===== src/rtl/exc_ctrl.sv =====
// ---------------------------------------------------------------------------
// exc_ctrl -- exception / interrupt sequencer for the single-cycle CPU.
//
// Sits between the instruction decoder and the PC register. It merges the
// decoder's PC source request with illegal-opcode and external interrupt
// events, and produces the final PC source select. It also generates the
// exception return address (EPC) written to $k0 and tracks user/kernel mode.
//
// Optional feature: define EXC_CAUSE_EN to add a cause register
// (cause_o[4:0], cleared by cause_clr_i).
//
// Ports:
//   clk           system clock
//   reset         asynchronous active-low reset
//   pc_i          current PC, bit 31 is the supervisor bit
//   pc_src_in_i   decoder PC source (000 seq, 001 br, 010 j/jal, 011 jr/jalr)
//   jr_tgt31_i    bit 31 of the jr/jalr target
//   illop_i       undefined instruction in this cycle
//   irq_in_i      external interrupt lines, rising-edge sensitive
//   mask_we_i     IRQ mask write strobe
//   mask_wdata_i  IRQ mask write data, 1 = enabled
//   cause_clr_i   (EXC_CAUSE_EN) clear the cause register
//   cause_o       (EXC_CAUSE_EN) {is_irq, index} of the last entry
//   pc_src_out_o  final PC source to the PC register
//   kill_o        squash register-file and memory writes this cycle
//   epc_we_o      write epc_o into $k0 this cycle
//   epc_o         return address to write
//   irq_ack_o     one-hot pulse marking the IRQ being taken
//   in_kernel_o   high while in kernel state
// ---------------------------------------------------------------------------
module exc_ctrl #(
    parameter int unsigned NUM_IRQ   = 4,
    parameter logic [2:0]  ILLOP_SEL = 3'b100,
    parameter logic [2:0]  XADR_SEL  = 3'b101
) (
    input  logic               clk,
    input  logic               reset,
    input  logic [31:0]        pc_i,
    input  logic [2:0]         pc_src_in_i,
    input  logic               jr_tgt31_i,
    input  logic               illop_i,
    input  logic [NUM_IRQ-1:0] irq_in_i,
    input  logic               mask_we_i,
    input  logic [NUM_IRQ-1:0] mask_wdata_i,
`ifdef EXC_CAUSE_EN
    input  logic               cause_clr_i,
    output logic [4:0]         cause_o,
`endif
    output logic [2:0]         pc_src_out_o,
    output logic               kill_o,
    output logic               epc_we_o,
    output logic [31:0]        epc_o,
    output logic [NUM_IRQ-1:0] irq_ack_o,
    output logic               in_kernel_o
);

    localparam int unsigned IdxW  = (NUM_IRQ > 1) ? $clog2(NUM_IRQ) : 1;
    localparam logic [2:0]  JrSel = 3'b011;

    typedef enum logic [1:0] {
        StUser = 2'b00,
        StKern = 2'b01,
        StRet  = 2'b10
    } state_e;

    state_e             state_q, state_d;
    logic [NUM_IRQ-1:0] pending_q, pending_d;
    logic [NUM_IRQ-1:0] mask_q;
    logic [NUM_IRQ-1:0] irq_q;

    logic [NUM_IRQ-1:0] eligible;
    logic [NUM_IRQ-1:0] win_oh;
    logic [IdxW-1:0]    win_idx;
    logic               win_found;
    logic               take_ill;
    logic               take_irq;
    logic [31:0]        pc_plus4;

    assign eligible = pending_q & mask_q;

    // Lowest eligible index wins.
    always_comb begin
        win_oh    = '0;
        win_idx   = '0;
        win_found = 1'b0;
        for (int i = 0; i < NUM_IRQ; i++) begin
            if (eligible[i] && !win_found) begin
                win_found  = 1'b1;
                win_oh[i]  = 1'b1;
                win_idx    = IdxW'(i);
            end
        end
    end

    // Supervisor bit is carried through; only the low 31 bits wrap.
    assign pc_plus4 = {pc_i[31], pc_i[30:0] + 31'd4};

    always_comb begin
        pc_src_out_o = pc_src_in_i;
        kill_o       = 1'b0;
        epc_we_o     = 1'b0;
        epc_o        = '0;
        irq_ack_o    = '0;
        take_ill     = 1'b0;
        take_irq     = 1'b0;
        state_d      = state_q;

        unique case (state_q)
            StKern: begin
                // Nested illop: vector again but keep the saved EPC.
                if (illop_i) begin
                    pc_src_out_o = ILLOP_SEL;
                    kill_o       = 1'b1;
                end else if (pc_src_in_i == JrSel && !jr_tgt31_i) begin
                    state_d = StRet;
                end
            end
            StUser, StRet: begin
                if (illop_i) begin
                    pc_src_out_o = ILLOP_SEL;
                    kill_o       = 1'b1;
                    epc_we_o     = 1'b1;
                    epc_o        = pc_plus4;
                    take_ill     = 1'b1;
                    state_d      = StKern;
                end else if (state_q == StUser && !pc_i[31] && win_found) begin
                    // The squashed instruction re-executes on return.
                    pc_src_out_o = XADR_SEL;
                    kill_o       = 1'b1;
                    epc_we_o     = 1'b1;
                    epc_o        = pc_i;
                    irq_ack_o    = win_oh;
                    take_irq     = 1'b1;
                    state_d      = StKern;
                end else if (state_q == StRet) begin
                    state_d = StUser;
                end else if (pc_i[31]) begin
                    // Kernel entry not caused by this block.
                    state_d = StKern;
                end
            end
            default: state_d = StUser;
        endcase
    end

    // An edge arriving on the cycle its bit is acked is merged into that ack.
    assign pending_d = (pending_q | (irq_in_i & ~irq_q)) & ~irq_ack_o;

    assign in_kernel_o = (state_q == StKern);

`ifdef EXC_CAUSE_EN
    logic [4:0] cause_q;
    assign cause_o = cause_q;
`endif

    always_ff @(posedge clk or negedge reset) begin
        if (!reset) begin
            state_q   <= StUser;
            pending_q <= '0;
            mask_q    <= '1;
            irq_q     <= '0;
`ifdef EXC_CAUSE_EN
            cause_q   <= '0;
`endif
        end else begin
            state_q   <= state_d;
            pending_q <= pending_d;
            irq_q     <= irq_in_i;
            if (mask_we_i) begin
                mask_q <= mask_wdata_i;
            end
`ifdef EXC_CAUSE_EN
            // A new entry takes precedence over a clear in the same cycle.
            if (take_ill) begin
                cause_q <= 5'd0;
            end else if (take_irq) begin
                cause_q <= {1'b1, 4'(win_idx)};
            end else if (cause_clr_i) begin
                cause_q <= '0;
            end
`endif
        end
    end

endmodule


===== config.mk =====
export PLATFORM = sky130hd
export DESIGN_NAME = exc_ctrl
export DESIGN_NICKNAME = d
export VERILOG_FILES = /design/src/rtl/exc_ctrl.sv
export SDC_FILE = /design/constraint.sdc
export NUM_CORES = 1
export LEC_CHECK = 0
export ABC_AREA = 1
export CAP_MARGIN = 25
export CELL_PAD_IN_SITES_DETAIL_PLACEMENT = 0
export CELL_PAD_IN_SITES_GLOBAL_PLACEMENT = 1
export CORE_MARGIN = 2
export CORE_UTILIZATION = 28
export DETAILED_ROUTE_END_ITERATION = 12
export GPL_TIMING_DRIVEN = 0
export PLACE_DENSITY = 0.87
export SLEW_MARGIN = 10
export SYNTH_ARGS = -nofsm -noshare
export SYNTH_HDL_FRONTEND = slang
export SYNTH_SLANG_ARGS = --single-unit
export TNS_END_PERCENT = 30

===== constraint.sdc =====
create_clock -name clk -period 2.9 [get_ports clk]
set_input_delay 0.435 -clock clk [delete_from_list [all_inputs] [get_ports clk]]
set_output_delay 0.435 -clock clk [all_outputs]
set_load 0.02 [all_outputs]

# Yosys cells after proc, flatten, opt, wreduce, memory -nomap -nowiden
# Index checks and enable logic that the tools add are counted.
# totals
inputBits	48
word_cells	60
out_inout_bits	42
register_bits	14
# classes
eq_ne	6
reduce_logical	14
muxes	29
addsub	1
bitwise	6
# op_table
cell	count
2-to-1 mux 32 bit	3
adder 31 x 3 -> 31 bit (second input constant)	1
AND 4 bit	3
2-to-1 mux 2 bit	6
2-to-1 mux 4 bit	3
2-to-1 mux 1 bit	11
2-to-1 mux 3 bit	3
NOT 4 bit	2
logical AND 1 bit	6
case mux 3 bit (2 select lines)	1
zero test 1 bit	5
inequality test 5 bit (second input constant)	1
OR 4 bit	1
case mux 2 bit (2 select lines)	1
equality test 3 x 2 -> 1 bit (second input constant)	1
AND reduction 3 bit	1
equality test 2 x 1 -> 1 bit (second input constant)	1
equality test 2 bit (second input constant)	1
zero test 2 bit	1
inequality test 2 x 1 -> 1 bit (second input constant)	1
inequality test 2 bit (second input constant)	1
case mux 1 bit (2 select lines)	1
OR reduction 2 bit	1

# Longest topological paths before layout
# Gate-level depths: netlist (run 1).
# logic_depth
word_depth	17
ltp_mapped	9
mapped_depth_nobuf	9

# Worst setup path before layout (run 1)
# No wires, ideal clock.
# synth_timing
path_kind	register to output
start	register state_q[0]
end	output epc_o[15]
path_stages_with_launch	7
path_buffers	1
required_ps	2465
arrival_time_ps	1667
path_slack_ps	798
cell_sequence	dfrtp_1 -> buf_6 -> nor3_4 -> nand2_2 -> a21oi_1 -> o21ai_0 -> nor2_1
# synth_between
elab_chain_cells	6
elab_cells_between_ends	8
cone_classes	1 x eq/ne; 3 x mux; 4 x reduce/logical
# synth_rtl
item	line	text
start: declaration	66	state_e state_q, state_d;
start signal: assignment	158	state_q <= StUser;
start signal: assignment	166	state_q <= state_d;
zero test 2 bit	108, 126	
logical AND 1 bit (2 in series)	126	end else if (state_q == StUser && !pc_i[31] && win_found) begin
2-to-1 mux 32 bit	126	
2-to-1 mux 32 bit	119	if (illop_i) begin
2-to-1 mux 32 bit *	108	unique case (state_q)
end: declaration	52	output logic [31:0] epc_o,
# Every way passes the cells marked *; elsewhere a longest branch is shown, timed or not.

# Final worst setup path (run 1)
# layout_timing
start	input pc_i[5]
end	output epc_o[27]
# layout_between
elab_chain_cells	3
# layout_rtl
item	line	text
start: declaration	38	input logic [31:0] pc_i,
adder 31 x 3 -> 31 bit	96	assign pc_plus4 = {pc_i[31], pc_i[30:0] + 31'd4};
2-to-1 mux 32 bit	119	
2-to-1 mux 32 bit	108	
# Every way passes these cells.

==> results of run 1 <==
path summary, 6_finish.rpt:
path                                endpoint  slack [ps]          from  cells past startpoint
worst max-delay path               epc_o[27]         110       pc_i[5]                     10
worst min-delay path            pending_q[3]         510  pending_q[3]                      2
worst max register to register    state_q[1]        1460     mask_q[0]                      7
worst min register to register  pending_q[3]         510  pending_q[3]                      2
max in group asynchronous         state_q[0]        1920         reset                      1
min in group asynchronous           irq_q[3]         580         reset                      1
final cells by class:
type | count | area share
buffer | 6 | 0.0221
sequential | 14 | 0.126
inverter | 43 | 0.0571
timing repair buffer | 90 | 0.313
clock buffer | 4 | 0.0195
multi-input combinational | 256 | 0.430
tap | 75 | 0.0332
flip-flops by register name, summed over array words and instances, names as in the netlist:
name	count
irq_q	4
mask_q	4
pending_q	4
state_q	2
layer usage:
layer | vias up | GRT usage
li1 | 1196 | -
met1 | 1014 | 0.243
met2 | 57 | 0.304
met3 | 8 | 0.0138
met4 | 0 | 0.0411
met5 | - | 0
where the power goes:
group	leakage, uW	internal [uW]	switching (uW)
Sequential	0.000150	230	19.9
Combinational	0.00131	384	544
Clock	0.0000288	120	67.7
Total	0.00149	735	631
logic make-up (layout without fill, tap and decap cells):
group,count (synthesis),count (layout),synth area share
mux,4,4,0.0254
buf+inv,49,143,0.125
fa+ha+maj,1,1,0.00707
flops,14,14,0.201
simple gates,220,220,0.552
compound gates,31,31,0.0898
worst max-delay path, delay by kind of cell:
kind | cells | cell delay [ps]
simple gates | 8 | 1030
buf+inv | 2 | 880
cell usage after synthesis, types with 2 or more instances:
cell     instances
a21oi_1         22
buf_6            2
dfrtp_1         10
dfstp_2          4
inv_1           40
inv_2            2
mux2_2           4
nand2_1        101
nand2_2          4
nand3_1         20
nand4_1          6
nor2_1          62
nor2_2           9
nor3_1           6
o21ai_0          7
per-stage QoR:
| step | setup TNS, ps | hold WS, ps | setup WS [ps] |
|---|---|---|---|
| after floorplan | 0 | 139 | 798 |
| after global placement | -2490 | 491 | -263 |
| after detailed placement | -2850 | 499 | -297 |
| after CTS | -126 | 513 | -115 |
| after global routing | -33.8 | 546 | -17.4 |
| final | 0 | 510 | 110 |
repair_timing:
item                                    in CTS  in global routing
endpoints found under the setup margin      19                 21
pin swaps                                    0                  1
resized for setup                           21                 27
setup buffers                                0                  1
==> reports/qor.yml, run 1 <==
syn_area_per_cell_um2: 5.55
fmax_ghz: 0.358
synth.net_count: 368
clkSinkCount: 14
layout_commonest_cell: "nand2_1"
clk_latency_ps: 240
drive_gt1_frac: 0.126
avgRoutedWirePerCell_um: 12.5
status: "completed"
max_slew_margin: 0.583
cts_tree: "done"
irDropWorstVdd_v: 0.000240
grt_antenna_before_repair: 0
fin_skew_ps: 2.88
die_y_um: 83.5
crit_path_cell_trace: "clkdlybuf4s50_1 -> nand2_1 -> nor2_1 -> nand3_1 -> nor2_2 -> nand2_1 -> nand2_1 -> nand2_1 -> nor2_1 -> dlygate4sd2_1"
hpwl_um: 4920
antenna-diode-count: 0
clock_path_buffers: 2
maxCapViolCount: 0
startpoint_type: "input pin"
ant_nets: 0
path_max_fanout: 4
pwr_density_cell_mw_per_mm2: 483
ys_seq_area_frac: 0.201
async_flop_share: 1.00
grt_start_max_net_pins: 15
hp-class: "reg -> reg"
yosysWarnings: 0
place_area_mm2: 0.00276
stdcell_area_mm2: 0.00283
stdcell_count: 488
core_area_mm2: 0.00603
syn_area_mm2: 0.00177
leakagePower_uw: 0.00149
cpMaxStageDelayCell: "clkdlybuf4s50_1"
critPathArrivalTime_ps: 2360
yosysTopAreaCellShare: 0.214
rsz0062_at_grt: "yes"
crit_required_ps: 2470
finalHoldViolations: 0
io_buffers: 89
final_util: 0.469
total_power_uw: 1370
grt_overflow: 0
clock-root-buffer: "clkbuf_8"
drt-total-wl_um: 6090
setup_viol: 0
netlist_instances: 319
place_congestion: 0.875
grt_pass1_wl_um: 10500
rows: 28
drcViolationCount: 0
multiInputGateArea_mm2: 0.00122
cpPeakStageDelay_ps: 540
synth-edff-count: 0
yosysTopAreaCell: "nand2_1"
drt_iter0_markers: 109
nFillCells: 651
dp_cells: 483
hold_buffers: 0
dr.max_layer_used: "met4"
syn_to_final_growth_pct: 59.8
synth_ff_type: "dfrtp_1"
dr.pass1.iters: 4
clkSlewWorstSetupHoldPaths_ps: 60
drt-met1-wl_um: 2920
grt_use_total: 0.177
wl_met2_um: 2870
vias_per_cell: 4.66
post-route-period-util: 0.962
crit_type: "in -> out"
numCtsBuffers: 3
end_kind: "primary output"
htreeDepth: 1
grt_pass1_vias: 2275
fin_nets: 463
worst_slew_pin_slew_ps: 623
dr_wl_met3_um: 191
yosysUniqueCellTypes: 35
dieArea_mm2: 0.00697
slew_viol_final: 0
synthTopCellsByArea: "nand2_1 21%, dfrtp_1 14%, nor2_1 13%"
boundaryPins: 90
crit_path_frequent_cell: "nand2_1"
final_cell_mix: "101 x nand2_1, 60 x clkdlybuf4s50_1, 59 x nor2_1"
start_util: 0.294
die_w_um: 83.5
vias: 2275
fin_crit_ps: 2790
register_area_um2: 355
synth_seq_cells: 14
(Power assumes the default switching activity.)
==> run 2, diff against run 1 <==
--- a/config.mk
+++ b/config.mk
@@ -6,14 +6,13 @@
 export NUM_CORES = 1
 export LEC_CHECK = 0
 export ABC_AREA = 1
-export CAP_MARGIN = 25
 export CELL_PAD_IN_SITES_DETAIL_PLACEMENT = 0
 export CELL_PAD_IN_SITES_GLOBAL_PLACEMENT = 1
 export CORE_MARGIN = 2
-export CORE_UTILIZATION = 28
+export CORE_UTILIZATION = 26
 export DETAILED_ROUTE_END_ITERATION = 12
 export GPL_TIMING_DRIVEN = 0
-export PLACE_DENSITY = 0.87
+export PLACE_DENSITY = 0.81
 export SLEW_MARGIN = 10
 export SYNTH_ARGS = -nofsm -noshare
 export SYNTH_HDL_FRONTEND = slang
==> constraint.sdc (replaced) <==
create_clock -name clk -period 3 [get_ports clk]
set_input_delay 0.45 -clock clk [delete_from_list [all_inputs] [get_ports clk]]
set_output_delay 0.45 -clock clk [all_outputs]
set_load 0.02 [all_outputs]
==> reports/qor.yml, run 2 (synthesis gave the netlist of run 1 again) <==
final_util: 0.425  # -0.0448
irDropWorstVdd_v: 0.000268  # +12%
holdWs_ps: 517  # +7.23 ps
total_power_uw: 1340  # -1.9%
crit_path_end: "epc_o[21]"
cp.buffers_inverters: 4  # +2
vias_per_cell: 4.57  # -1.9%
grt_overflow: 0  # unchanged
fin_tns_setup_ps: 0  # unchanged
rows: 30  # +7.1%
core_area_mm2: 0.00668  # +11%
cpMaxStageDelayCell: "clkdlybuf4s50_1"
grt_use_total: 0.163  # -0.0142
dieArea_mm2: 0.00749  # +7.3%
end_kind: "primary output"
p_sw_frac: 0.461  # -0.00124
rsz0062_at_grt: "yes"
layout_commonest_cell: "nand2_1"
clkSlewWorstSetupHoldPaths_ps: 60  # about the same
syn_to_final_growth_pct: 60.3
numCtsBuffers: 3  # unchanged
final_cell_mix: "101 x nand2_1, 72 x clkdlybuf4s50_1, 59 x nor2_1"
pwr_density_cell_mw_per_mm2: 472  # -2.2%
worstHoldStart: "pending_q[3]"
postLayoutSetupSlackWorst_ps: 16.5  # -93.3 ps
fin_crit_ps: 2980
antenna-diode-count: 0  # unchanged
path_delay_family: "buffers and inverters"
leakagePower_uw: 0.00137  # -8.4%
place_congestion: 0.803  # -8.2%
worst-path-stages: 10  # unchanged
power.switching_uw: 618  # -2.1%
finalHoldViolations: 0  # unchanged
start_util: 0.265  # -0.0288
io_buffers: 89  # unchanged
grt_pass1_vias: 2171  # -4.6%
dr.pass1.iters: 4  # unchanged
crit_path_cell_trace: "clkdlybuf4s50_1 -> nand2_1 -> inv_2 -> nand3b_1 -> nor3_4 -> nand2_1 -> nand2_1 -> inv_1 -> nor2_2 -> clkdlybuf4s50_1"
fin_skew_ps: 1.99  # -0.882 ps
htreeDepth: 1  # unchanged
hold_buffers: 0  # unchanged
ant_nets: 0  # unchanged
clock_path_buffers: 2  # unchanged
die_y_um: 86.5  # +3.6%
max_slew_margin: 0.581  # -0.00184
clkSinkCount: 14  # unchanged
boundaryPins: 90  # unchanged
post-route-period-util: 0.995
drcViolationCount: 0  # unchanged
drt-total-wl_um: 6140  # +0.79%
worst_slew_pin_slew_ps: 626  # +2.76 ps
cp-startpoint: "illop_i"
crit_path_frequent_cell: "nand2_1"
timing.rr.end: "state_q[1]"
dp_slack_ps: -182  # +114 ps
hp-class: "reg -> reg"
cts_tree: "done"
fmax_ghz: 0.335
nFillCells: 730  # +12%
seqPwrFrac: 0.181  # -0.002
die_w_um: 86.5  # +3.6%
path_max_fanout: 5  # +1
grt_antenna_before_repair: 0  # unchanged
r2r_slack_ps: 1540  # +80 ps
crit_required_ps: 2550  # +80 ps
pwr-share-clk: 0.137  # about the same
maxCapViolCount: 0  # unchanged
grt_pass1_wl_um: 10000  # -4.1%
crit_type: "in -> out"
hpwl_um: 4920  # about the same
startpoint_type: "input pin"
drive_gt1_frac: 0.119  # -0.00726
r2r_cells: 7  # unchanged
clk_latency_ps: 240  # about the same
comb_power_share: 0.682  # +0.003
clock-root-buffer: "clkbuf_8"
avgRoutedWirePerCell_um: 12.5  # -0.23%
slew_viol_final: 0  # unchanged
drt_iter0_markers: 82  # -25%
grt_start_max_net_pins: 15  # unchanged
setup_viol: 0  # unchanged
p_int_uw: 722  # -1.7%
vias: 2255  # -0.88%
status: "completed"
top_regs: "irq_q (4), mask_q (4), pending_q (4)"
critPathArrivalTime_ps: 2530  # +170 ps
fin_nets: 463  # unchanged
reg2reg_from: "state_q[0]"
cpPeakStageDelay_ps: 600  # +60 ps
## run 2: changes by cell type in the layout (fill, tap and decap cells not counted)
cell	before	now
nor3_4	1	2
dlymetal6s2s_1	12	4
dlygate4sd2_1	11	10
nor3_2	2	1
clkbuf_2	6	3
clkdlybuf4s50_1	60	72
## run 2: tightest hold or removal path, delay by kind of cell, from the launching register on
family / cells / cell delay, ps
flops: 1 / 340
simple gates: 1 / 90
compound gates: 1 / 40
## run 2: area by class of cell
type | instances | area, um^2 | area share
plain buffers | 6 | 62.6 | 0.0220
repair buffers | 90 | 881 | 0.310
flip-flops and latches | 14 | 355 | 0.125
clock buffers | 4 | 55.1 | 0.0194
multi-input cells | 256 | 1220 | 0.431
well taps | 80 | 100 | 0.0353
inverters | 43 | 161 | 0.0569
## run 2: through the flow
stage | cells | area [um^2]
3_3_place_gp | 488 | 2760
2_1_floorplan | 319 | 1770
5_1_grt | 493 | 2840
4_1_cts | 492 | 2820
3_5_place_dp | 488 | 2760
6_report | 493 | 2840
## run 2: worst min-delay path by stage
stage	cells past startpoint	slack, ps	to
2_1_floorplan	0	150	irq_q[0]
3_3_place_gp	2	490	pending_q[2]
3_5_place_dp	2	510	pending_q[3]
4_1_cts	2	520	pending_q[3]
5_1_grt	2	550	pending_q[3]
6_report	2	520	pending_q[3]
## run 2: timing repair
item / CTS / global route
endpoints found under the setup margin: 15 / 10
cloned: 0 / 0
buffers inserted: 0 / 1
gates resized for setup: 18 / 13
## run 2: power groups by stage
| stage | logic, uW | clock network [uW] | registers [uW] |
|---|---|---|---|
| 2_1_floorplan | 540 | 0 | 241 |
| 3_3_place_gp | 941 | 0 | 244 |
| 3_5_place_dp | 943 | 0 | 246 |
| 4_1_cts | 923 | 187 | 242 |
| 5_1_grt | 996 | 195 | 246 |
| 6_report | 914 | 184 | 242 |
## run 2: metal layers
metal  routed length, um  share of wire  global-route usage  vias to the layer above
met3                 218          0.036              0.0124                        2
met2                3040           0.50               0.299                       46
met4                  21         0.0034              0.0284                        0
met5                   0              0                   0                        -
li1                    -              -                   -                     1194
met1                2850           0.46               0.211                     1013
==> patch: new RTL, settings of run 2 <==
Re-encode `state_e` (3 states) as one-hot, 3 bits wide.
--- a/src/rtl/exc_ctrl.sv
+++ b/src/rtl/exc_ctrl.sv
@@ -59,6 +59,6 @@
 
-    typedef enum logic [1:0] {
-        StUser = 2'b00,
-        StKern = 2'b01,
-        StRet  = 2'b10
+    typedef enum logic [2:0] {
+        StUser = 3'b001,
+        StKern = 3'b010,
+        StRet  = 3'b100
     } state_e;
Behaviour: no difference found for any inputs over 10 cycles, from zero or initial values and one cycle with reset low; not proved beyond that.
==> patch against run 2 <==
- maximum frequency grew 4.3%
- worst setup slack better by 0.12 ns
- wire length rose by 2.0%
- synthesized area up 2.8%
- register-to-register slack worse by 0.02 ns
- combinational power rose by 31%
- final area is 2.5% higher
- total power is 22% higher
- sequential cell count increased by 1
==> patch: results (changes against run 2) <==
* Total Wirelength at 6260 um (+2.0%)
* Fraction of layout cells with a size suffix above 1 at 9.836% (-2.0 points)
* VDD IR max at 0.2418 mV (-9.9%)
* H-tree levels at 1 (unchanged)
* WL met3 at 322 um (+48%)
* Crit-path max FO at 5 (unchanged)
* # port buffers at 89 (unchanged)
* Largest net degree at the start of global routing at 16 (+1)
* Final HPWL DP at 5071 um (+3.0%)
* Post-CTS Setup Bufs at 0 (unchanged)
* Synth unique cells at 27 (-23%)
* Sw Ratio at 49.07% (+3.0 points)
* Drt initial violations at 102 (+24%)
* Leak at 1.484 nW (+8.5%)
* Vias in the first global route at 2116 (-2.5%)
* Seq/Total Area, Yosys at 20.98% (+0.91 points)
* Met2 WL post-DR at 3017 um (-0.89%)
* DR vias at 2349 (+4.2%)
* CTS root buf: clkbuf_8
* Regs by FF count: irq_q: 4 flops, mask_q: 4 flops, pending_q: 4 flops
* DR pass1 iterations at 4 (unchanged)
* Setup Skew at 0.004273 ns (+0.002280 ns)
* Hold slack at 0.5075 ns (-0.009306 ns)
* Total power per unit cell area at 561.0 nW/um^2 (+19%)
* Critical Path AT at 2.41 ns (-0.12 ns)
* Worst Tran Pin Value at 0.6626 ns (+0.03663 ns)
* WL met1 at 2871 um (+0.63%)
* Outcome: finished, final reports clean
* Syn nets at 383 (+4.1%)
* First-pass GRT wire length at 9922 um (-1.0%)
* Most frequent cells after synthesis: 112 x nand2_1, 68 x nor2_1, 43 x inv_1
* RD Place Congestion at 0.8626 (+7.4%)
* Placement Cell Area at 2830 um^2 (+2.5%)
* Flop2flop setup slack at 1.52 ns (-0.02 ns)
* Antenna Cells at 0 (unchanged)
* Skew-Pair Late Insertion Delay at 0.24 ns (about the same)
* Top area cells in the synthesized netlist: nand2_1 23%, nor2_1 14%, dfrtp_1 14%
* Layout Nets at 477 (+3.0%)
* Post-route insts no fill at 523 (+6.1%)
* Gate Count Post-Synth at 334 (+4.7%)
* GRT Total Usage at 15.85% (-0.45 points)
* Highest metal used: met4
* Setup ws final at 0.1388 ns (+0.1223 ns)
* Worst slack, placed at -0.1621 ns (+0.02027 ns)
* Initial antenna violation count at 0 (unchanged)
* Fillers at 732 (+0.27%)
==> patch: final cells by class <==
class	instances	area, um^2	share of cell area (%)
buffer	7	48.80	1.678
clock buffer	3	41.29	1.420
clock inverter	1	5.005	0.1721
inverter	43	161.4	5.551
multi-input combinational	269	1247	42.90
sequential	15	381.6	13.12
tap	96	120.1	4.131
timing repair buffer	89	902.1	31.02
==> patch: kinds of logic (layout without fill, tap and decap cells) <==
logic type / count (synthesis) / count (layout) / share of synthesized area, %
simple gates: 235 / 235 / 55.98
fa+ha+maj: 1 / 1 / 0.6876
compound gates: 29 / 29 / 8.322
mux: 4 / 4 / 2.476
flops: 15 / 15 / 20.98
buf+inv: 50 / 143 / 11.55
==> patch: repair_timing <==
item	in CTS	in global routing
endpoints found under the setup margin	14	15
hold buffers	0	0
gates resized for setup	12	16
==> patch: final timing paths <==
kind                         startpoint      endpoint  cells after the start
max                            pc_i[13]     epc_o[23]                      8
min                        pending_q[2]  pending_q[2]                      2
max reg2reg                   mask_q[0]  pending_q[1]                      8
min reg2reg                pending_q[2]  pending_q[2]                      2
max in group asynchronous         reset  pending_q[1]                      1
min in group asynchronous         reset      irq_q[2]                      1
==> patch: worst max-delay path, stage by stage <==
cell and delay, ns:
clkdlybuf4s50_1 0.52, nand2_1 0.15, nor2_4 0.18, nand3_2 0.14
nor2_1 0.20, a21oi_1 0.06, nor2_1 0.10, clkdlybuf4s50_1 0.61
==> patch: power by group through the flow <==
stage / logic [mW] / registers, mW / clock network [mW]
after global placement: 1.23 / 0.276 / 0
final: 1.20 / 0.274 / 0.161
after global routing: 1.32 / 0.279 / 0.173
after floorplan: 0.708 / 0.271 / 0
after detailed placement: 1.24 / 0.279 / 0
after CTS: 1.22 / 0.275 / 0.167
==> patch: metal layers <==
metal | track usage, % | up-vias
li1 | - | 1229
met1 | 20.99 | 1044
met2 | 27.55 | 72
met3 | 2.545 | 4
met4 | 2.517 | 0
met5 | 0 | -
